File: src/rtl/key_event_queue.sv
// Keyboard event queue: detects make/break events from the keyboard driver and
// buffers them in a first-word-fall-through FIFO with a sticky overflow flag.
module key_event_queue #(
    parameter int DEPTH_LOG2 = 4,
    parameter bit ENQ_BREAK  = 1'b1
) (
    input  logic                  clk,
    input  logic                  rst,
    input  logic [7:0]            key_status,
    input  logic [7:0]            keycode,
    input  logic                  pop,
    input  logic                  clear_overflow,
    output logic                  event_valid,
    output logic [11:0]           event_data,
    output logic [DEPTH_LOG2:0]   count,
    output logic                  overflow
);

    localparam logic [DEPTH_LOG2:0]   FULL    = {1'b1, {DEPTH_LOG2{1'b0}}};
    localparam logic [DEPTH_LOG2-1:0] PTR_ONE = (DEPTH_LOG2)'(1);
    localparam logic [DEPTH_LOG2:0]   CNT_ONE = (DEPTH_LOG2+1)'(1);

    logic [11:0]           mem [(1 << DEPTH_LOG2)];
    logic [DEPTH_LOG2-1:0] rd_ptr;
    logic [DEPTH_LOG2-1:0] wr_ptr;
    logic [7:0]            last_code;
    logic                  last_break;

    logic make_evt;
    logic break_evt;
    logic push;
    logic pop_acc;
    logic push_acc;
    logic drop;

    always_comb begin
        make_evt  = !key_status[0] && (keycode != '0) &&
                    ((keycode != last_code) || last_break);
        break_evt = ENQ_BREAK && key_status[1];
        push      = make_evt || break_evt;
        pop_acc   = pop && (count != '0);
        // A full queue still accepts a push when the same cycle frees a slot.
        push_acc  = push && ((count != FULL) || pop_acc);
        drop      = push && !push_acc;
    end

    assign event_valid = (count != '0);
    assign event_data  = (count == '0) ? '0 : mem[rd_ptr];

    always_ff @(posedge clk) begin
        if (push_acc && !rst) begin
            mem[wr_ptr] <= {key_status[0], key_status[4:2], keycode};
        end
    end

    always_ff @(posedge clk) begin
        if (rst) begin
            rd_ptr     <= '0;
            wr_ptr     <= '0;
            count      <= '0;
            overflow   <= 1'b0;
            last_code  <= '0;
            last_break <= 1'b0;
        end else begin
            last_code  <= keycode;
            last_break <= key_status[0];
            if (push_acc) begin
                wr_ptr <= wr_ptr + PTR_ONE;
            end
            if (pop_acc) begin
                rd_ptr <= rd_ptr + PTR_ONE;
            end
            case ({push_acc, pop_acc})
                2'b10:   count <= count + CNT_ONE;
                2'b01:   count <= count - CNT_ONE;
                default: count <= count;
            endcase
            if (drop) begin
                overflow <= 1'b1;
            end else if (clear_overflow) begin
                overflow <= 1'b0;
            end
        end
    end

endmodule

File: config.mk
export PLATFORM = sky130hd
export DESIGN_NAME = key_event_queue
export DESIGN_NICKNAME = d
export VERILOG_FILES = /design/src/rtl/key_event_queue.sv
export SDC_FILE = /design/constraint.sdc
export NUM_CORES = 1
export LEC_CHECK = 0
export BUFFER_PORTS_ARGS = -buffer_cell sky130_fd_sc_hd__buf_2
export CAP_MARGIN = 20
export CORE_MARGIN = 8
export CORE_UTILIZATION = 40
export DETAILED_ROUTE_END_ITERATION = 12
export PLACE_DENSITY = 0.57
export SLEW_MARGIN = 15
export SYNTH_ARGS = -nofsm -noshare
export SYNTH_HDL_FRONTEND = slang
export SYNTH_SLANG_ARGS = --single-unit
File: constraint.sdc
create_clock -name clk -period 5.34 [get_ports clk]
set_input_delay 0.267 -clock clk [delete_from_list [all_inputs] [get_ports clk]]
set_output_delay 0.267 -clock clk [all_outputs]
set_load 0.03 [all_outputs]
# After elaboration in Yosys (flattened, before gate mapping)
# Memory sizes are Yosys's and may differ from the RTL's. A register that Yosys moved wholly into a read port is not among the register bits.
# Index checks and enable logic that the tools add are counted.
# totals
mem_count	1
reg_bits	23
wordCells	40
mem_bits_rw	192
in_bits	20
output_inout_bits	19
# classes
eq_ne	4
reduce_logical	17
n_addsub	4
n_mux	8
# memory_table
memory	words	word_bits	rd	rd_clocked_by_memory_dff	wr	line	text
mem	16	12	1	1	1	23	logic [11:0] mem [(1 << DEPTH_LOG2)];
# ops
op	n
$mux W12	1
$pmux W5 S2	1
$add A4 B1 Y4 const B	2
$mux W4	2
$ne A8 B8 Y1	1
$reduce_bool A8 Y1	1
$logic_and A1 B1 Y1	6
$add A5 B1 Y5 const B	1
$logic_not A5 Y1	1
$ne A5 B5 Y1 const B	1
$reduce_bool A5 Y1	1
$sub A5 B1 Y5 const B	1
$mux W1	4
$reduce_bool A2 Y1	2
$logic_not A1 Y1	3
$logic_or A1 B1 Y1	3
$eq A2 B1 Y1 const B	1
$eq A2 B2 Y1 const B	1

# Depth between registers and ports, before layout
# logic_depth
depth_word	8
ltp_mapped	12
ltp_nobuf	11

# Least setup slack after synthesis
# Ideal clock, no wire load.
# synth_path
path_type	register to register
startpoint	register count[0]
endpoint	memory mem[0][0], enable pin
n_path_buf	2
stages_incl_launch_ff	7
setup_time_ns	0.412
synth_period_minus_slack_ns	3.111
setup_slack_ns	2.229
required_time_ns	4.928
arrival_time_ns	2.699
path_cell_list	dfxtp_1 > or4_4 > nor3b_1 > or3_1 > clkbuf_1 > clkbuf_1 > nor4_1
# synth_via
elab_chain_len	7
word_cells_on_any_way	8
cone_classes	eq/ne: 1; mux: 2; reduce/logical: 5
# synth_rtl
element	line	text
from (decl)	15	output logic [DEPTH_LOG2:0] count,
from (signal assigned)	74	2'b10: count <= count + CNT_ONE;
from (signal assigned)	75	2'b01: count <= count - CNT_ONE;
from (signal assigned)	76	default: count <= count;
$reduce_bool A5 Y1	41	pop_acc = pop && (count != '0);
$logic_and A1 B1 Y1	41	
$logic_or A1 B1 Y1 *	43	push_acc = push && ((count != FULL) || pop_acc);
$logic_and A1 B1 Y1 *	43	
$logic_and A1 B1 Y1 *	51	if (push_acc && !rst) begin
$mux W1 *	51	
$mux W1 (implied by the code) *	52	mem[wr_ptr] <= {key_status[0], key_status[4:2], keycode};
to (decl)	23	
# Every way passes the cells marked *; elsewhere a longest branch is shown, timed or not.

# Worst setup path in the final report
# layout_path
startpoint	register last_code[4]
endpoint	register count[4]
# layout_via
elab_chain_len	7
word_cells_on_any_way	9
cone_classes	eq/ne: 3; mux: 1; reduce/logical: 5
# layout_rtl
element	line	text
from (decl)	26	logic [7:0] last_code;
from (signal assigned)	65	last_code <= keycode;
$ne A8 B8 Y1 *	38	((keycode != last_code) || last_break);
$logic_or A1 B1 Y1 *	38	
$logic_and A1 B1 Y1 *	37	make_evt = !key_status[0] && (keycode != '0) &&
$logic_or A1 B1 Y1 *	40	push = make_evt || break_evt;
$logic_and A1 B1 Y1 *	43	
$eq A2 B1 Y1 or $eq A2 B2 Y1 (tied branches)	73	case ({push_acc, pop_acc})
$pmux W5 S2 or $reduce_bool A2 Y1 (tied branches)	--	
# Marked as above.
# A chain may end at the register's enable or synchronous reset.

==> impl_results.md <==
* Global-route wire length before repair at 27300 um
* GRT Util Overall at 0.138
* Post-Route WL at 18000 um
* Layout cells sized above 1 at 0.334
* Setup bufs post-CTS at 0
* Post-Synthesis Cells at 441
* Die span in x at 163 um
* CTS Buf Count at 23
* Asr flop ratio synth at 0
* Drc violations at 0
* Grt ovf at 0
* Number of synthesized register bits at 219
* Most common cell in the netlist: edfxtp_1
* Worst slew pin tran at 1060 ps
* Slew Limit Fails at 0
* Post-synth top area cell: edfxtp_1
* Top post-synthesis cells by count: 192 x edfxtp_1, 60 x mux4_2, 27 x dfxtp_1
* Gp weighted congestion at 0.724
* CP Class: flop to flop
* Deepest level of the CTS H-tree at 1
* Initial antenna violation count at 0
* Final Cycle Share at 0.681
* CTS sink cnt at 219
* HP Class: input pin to flop
* Global route hottest layer: met2
* Routed length per instance at 22.8 um
* Vias at 4205
* Most common flop cell mapped by yosys: edfxtp_1
* Largest net degree at the start of global routing at 49
* Post-synth EDFFs at 192
* Vias in the first global route at 4461
* Max-cap violations at 0
* Synthesized area per cell at 19.6 um2
* Syn nets at 470
* Setup_tns at 0 ps
* Power Density at 434 nW/um2
* ANT nets after route at 0
* Arr. time, crit path at 4010 ps
* Synth cell types at 38
* Top-level I/O count at 39
* Starting Density at 0.402
* DRT Pass-1 Iters at 4
* Synth top area share at 0.665
* Global-route met3 utilization at 0.0270
* Met1 usage at 0.183
* Clock-pin slew on the worst setup and hold paths at 60 ps
* Min Clock Period, post-route at 3640 ps
* Clock skew at 7.55 ps
* Slew Limit Headroom at 0.294
* VDD IR max at 0.181 mV
* Port-buffer cells at 35
* Tot Pwr at 4370 uW
* # nets final at 522
* Peak Freq at 0.275 GHz
* Std-Cell Rows at 54
* Vias/cell at 5.33
* M2 GR Usage at 0.221
* CTS tree: built
* Post-cts repair resize count at 0
* Root Buffer: clkbuf_16
* Drt first-iter violations at 295
* Die Y at 163 um
* Die area at 26600 um2
* Hold Vio Cnt, Final at 0
* Worst skew pair latency at 500 ps
* RSZ-0062 raised after global routing: no
* Yosys warns at 0
* Maximum clock path buffer count at 3
* Top cells by area, synth: edfxtp_1 67%, mux4_2 16%, dfxtp_1 6.2%, nor2b_1 1.4%, xor2_1 1.2%
* Final setup vio count at 0
* Sequential area share after synthesis at 0.728
* Critical path launch point type: flop
* Post-synthesis cell area at 8660 um2
* WP data required at 5710 ps
* Core ar. at 21600 um2
* Hold_buf cts at 0
* CP max FO at 13
* Leak Pwr at 0.00322 uW
* Area growth syn-to-layout at 16.1%
* Ant diodes at 0
* Critical path capture point type: flop
* Fin util at 0.467
* Dpl hpwl at 10300 um
* Status: completed
==> layer usage <==
layer | share of wire | up-vias
met5 | 0 | -
met4 | 0.026 | 0
met3 | 0.054 | 29
met2 | 0.49 | 101
met1 | 0.43 | 2183
li1 | - | 1892
==> path summary, 6_finish.rpt <==
kind	startpoint	to	slack [ps]	cells past startpoint
worst min-delay path	clear_overflow	overflow$_SDFFE_PP0P_	40	3
worst max-delay path	last_code[4]$_SDFF_PP0_	count[4]$_SDFFE_PP0P_	1700	11
worst min register to register	overflow$_SDFFE_PP0P_	overflow$_SDFFE_PP0P_	470	2
worst max register to register	last_code[4]$_SDFF_PP0_	count[4]$_SDFFE_PP0P_	1700	11
==> placed cells by master, fill, tap and decap left out, types with 2 or more instances in the layout <==
| cell type | count |
|---|---|
| clkbuf_16 | 23 |
| or3_1 | 2 |
| bufinv_16 | 2 |
| nor3_2 | 6 |
| clkinv_1 | 4 |
| nor4_2 | 3 |
| nor2b_1 | 20 |
| nor3b_1 | 3 |
| edfxtp_1 | 192 |
| nand2b_1 | 8 |
| nor2_1 | 9 |
| dfxtp_1 | 25 |
| ha_1 | 8 |
| xor2_1 | 12 |
| inv_1 | 8 |
| nor3_1 | 6 |
| a21oi_1 | 8 |
| nor3_4 | 4 |
| clkinvlp_4 | 2 |
| clkbuf_1 | 4 |
| nor2_2 | 4 |
| nand3_1 | 3 |
| nand2_1 | 6 |
| and2b_2 | 3 |
| buf_4 | 10 |
| clkinv_2 | 5 |
| o21ai_0 | 7 |
| o41ai_1 | 2 |
| nor4_1 | 4 |
| buf_2 | 35 |
| mux4_2 | 60 |
==> state kept, by name (all words and copies together), names as in the netlist, named ones only <==
name        flops
mem           192
last_code       8
overflow        1
last_break      1
count           5
wr_ptr          4
rd_ptr          4
==> worst max-delay path, stage by stage (launching register included) <==
cell and delay, ps:
dfxtp_1 310, xor2_1 140, nor4_1 590, nand3_1 190, a21oi_1 760, inv_1 180
fa_1 420, nor2b_1 150, o21ai_0 90, nand2b_1 130, nor4b_1 60, or4_1 490
==> report_power, final <==
group          internal (uW)  switching, uW  total (uW)
registers               1910           71.1        1980
clock network            887            618        1510
logic                    409            467         876
total                   3210           1160        4370
==> area by class of cell <==
type,count,area (um2)
clock inverters,14,124
flip-flops and latches,219,6310
clock buffers,27,591
multi-input cells,193,2350
well taps,280,350
fillers,1783,11500
inverters,8,30.0
repair buffers,48,304
==> logic make-up (layout without fill, tap and decap cells) <==
logic type                 Yosys count  in the layout  share of synthesized area
and+or+nand+nor                     92             92                     0.0635
xor gates and xnor gates            13             13                     0.0131
AOI/OAI and AO/OA                   19             19                     0.0127
muxes                               60             60                      0.156
adders and majority gates            9              9                     0.0139
buffers and inverters               29             97                     0.0130
DFF                                219            219                      0.728
==> through the flow <==
stage / hold WS [ps] / worst slack (ps) / instances / instance area [um2]
2_1_floorplan: 366 / 2230 / 441 / 8660
3_3_place_gp: 465 / 1670 / 745 / 9290
3_5_place_dp: 465 / 1570 / 745 / 9290
4_1_cts: 17.1 / 1790 / 786 / 10000
5_1_grt: 26.6 / 1500 / 789 / 10100
6_report: 35.8 / 1700 / 789 / 10100
No activity file was read; power rests on OpenSTA's default activity.
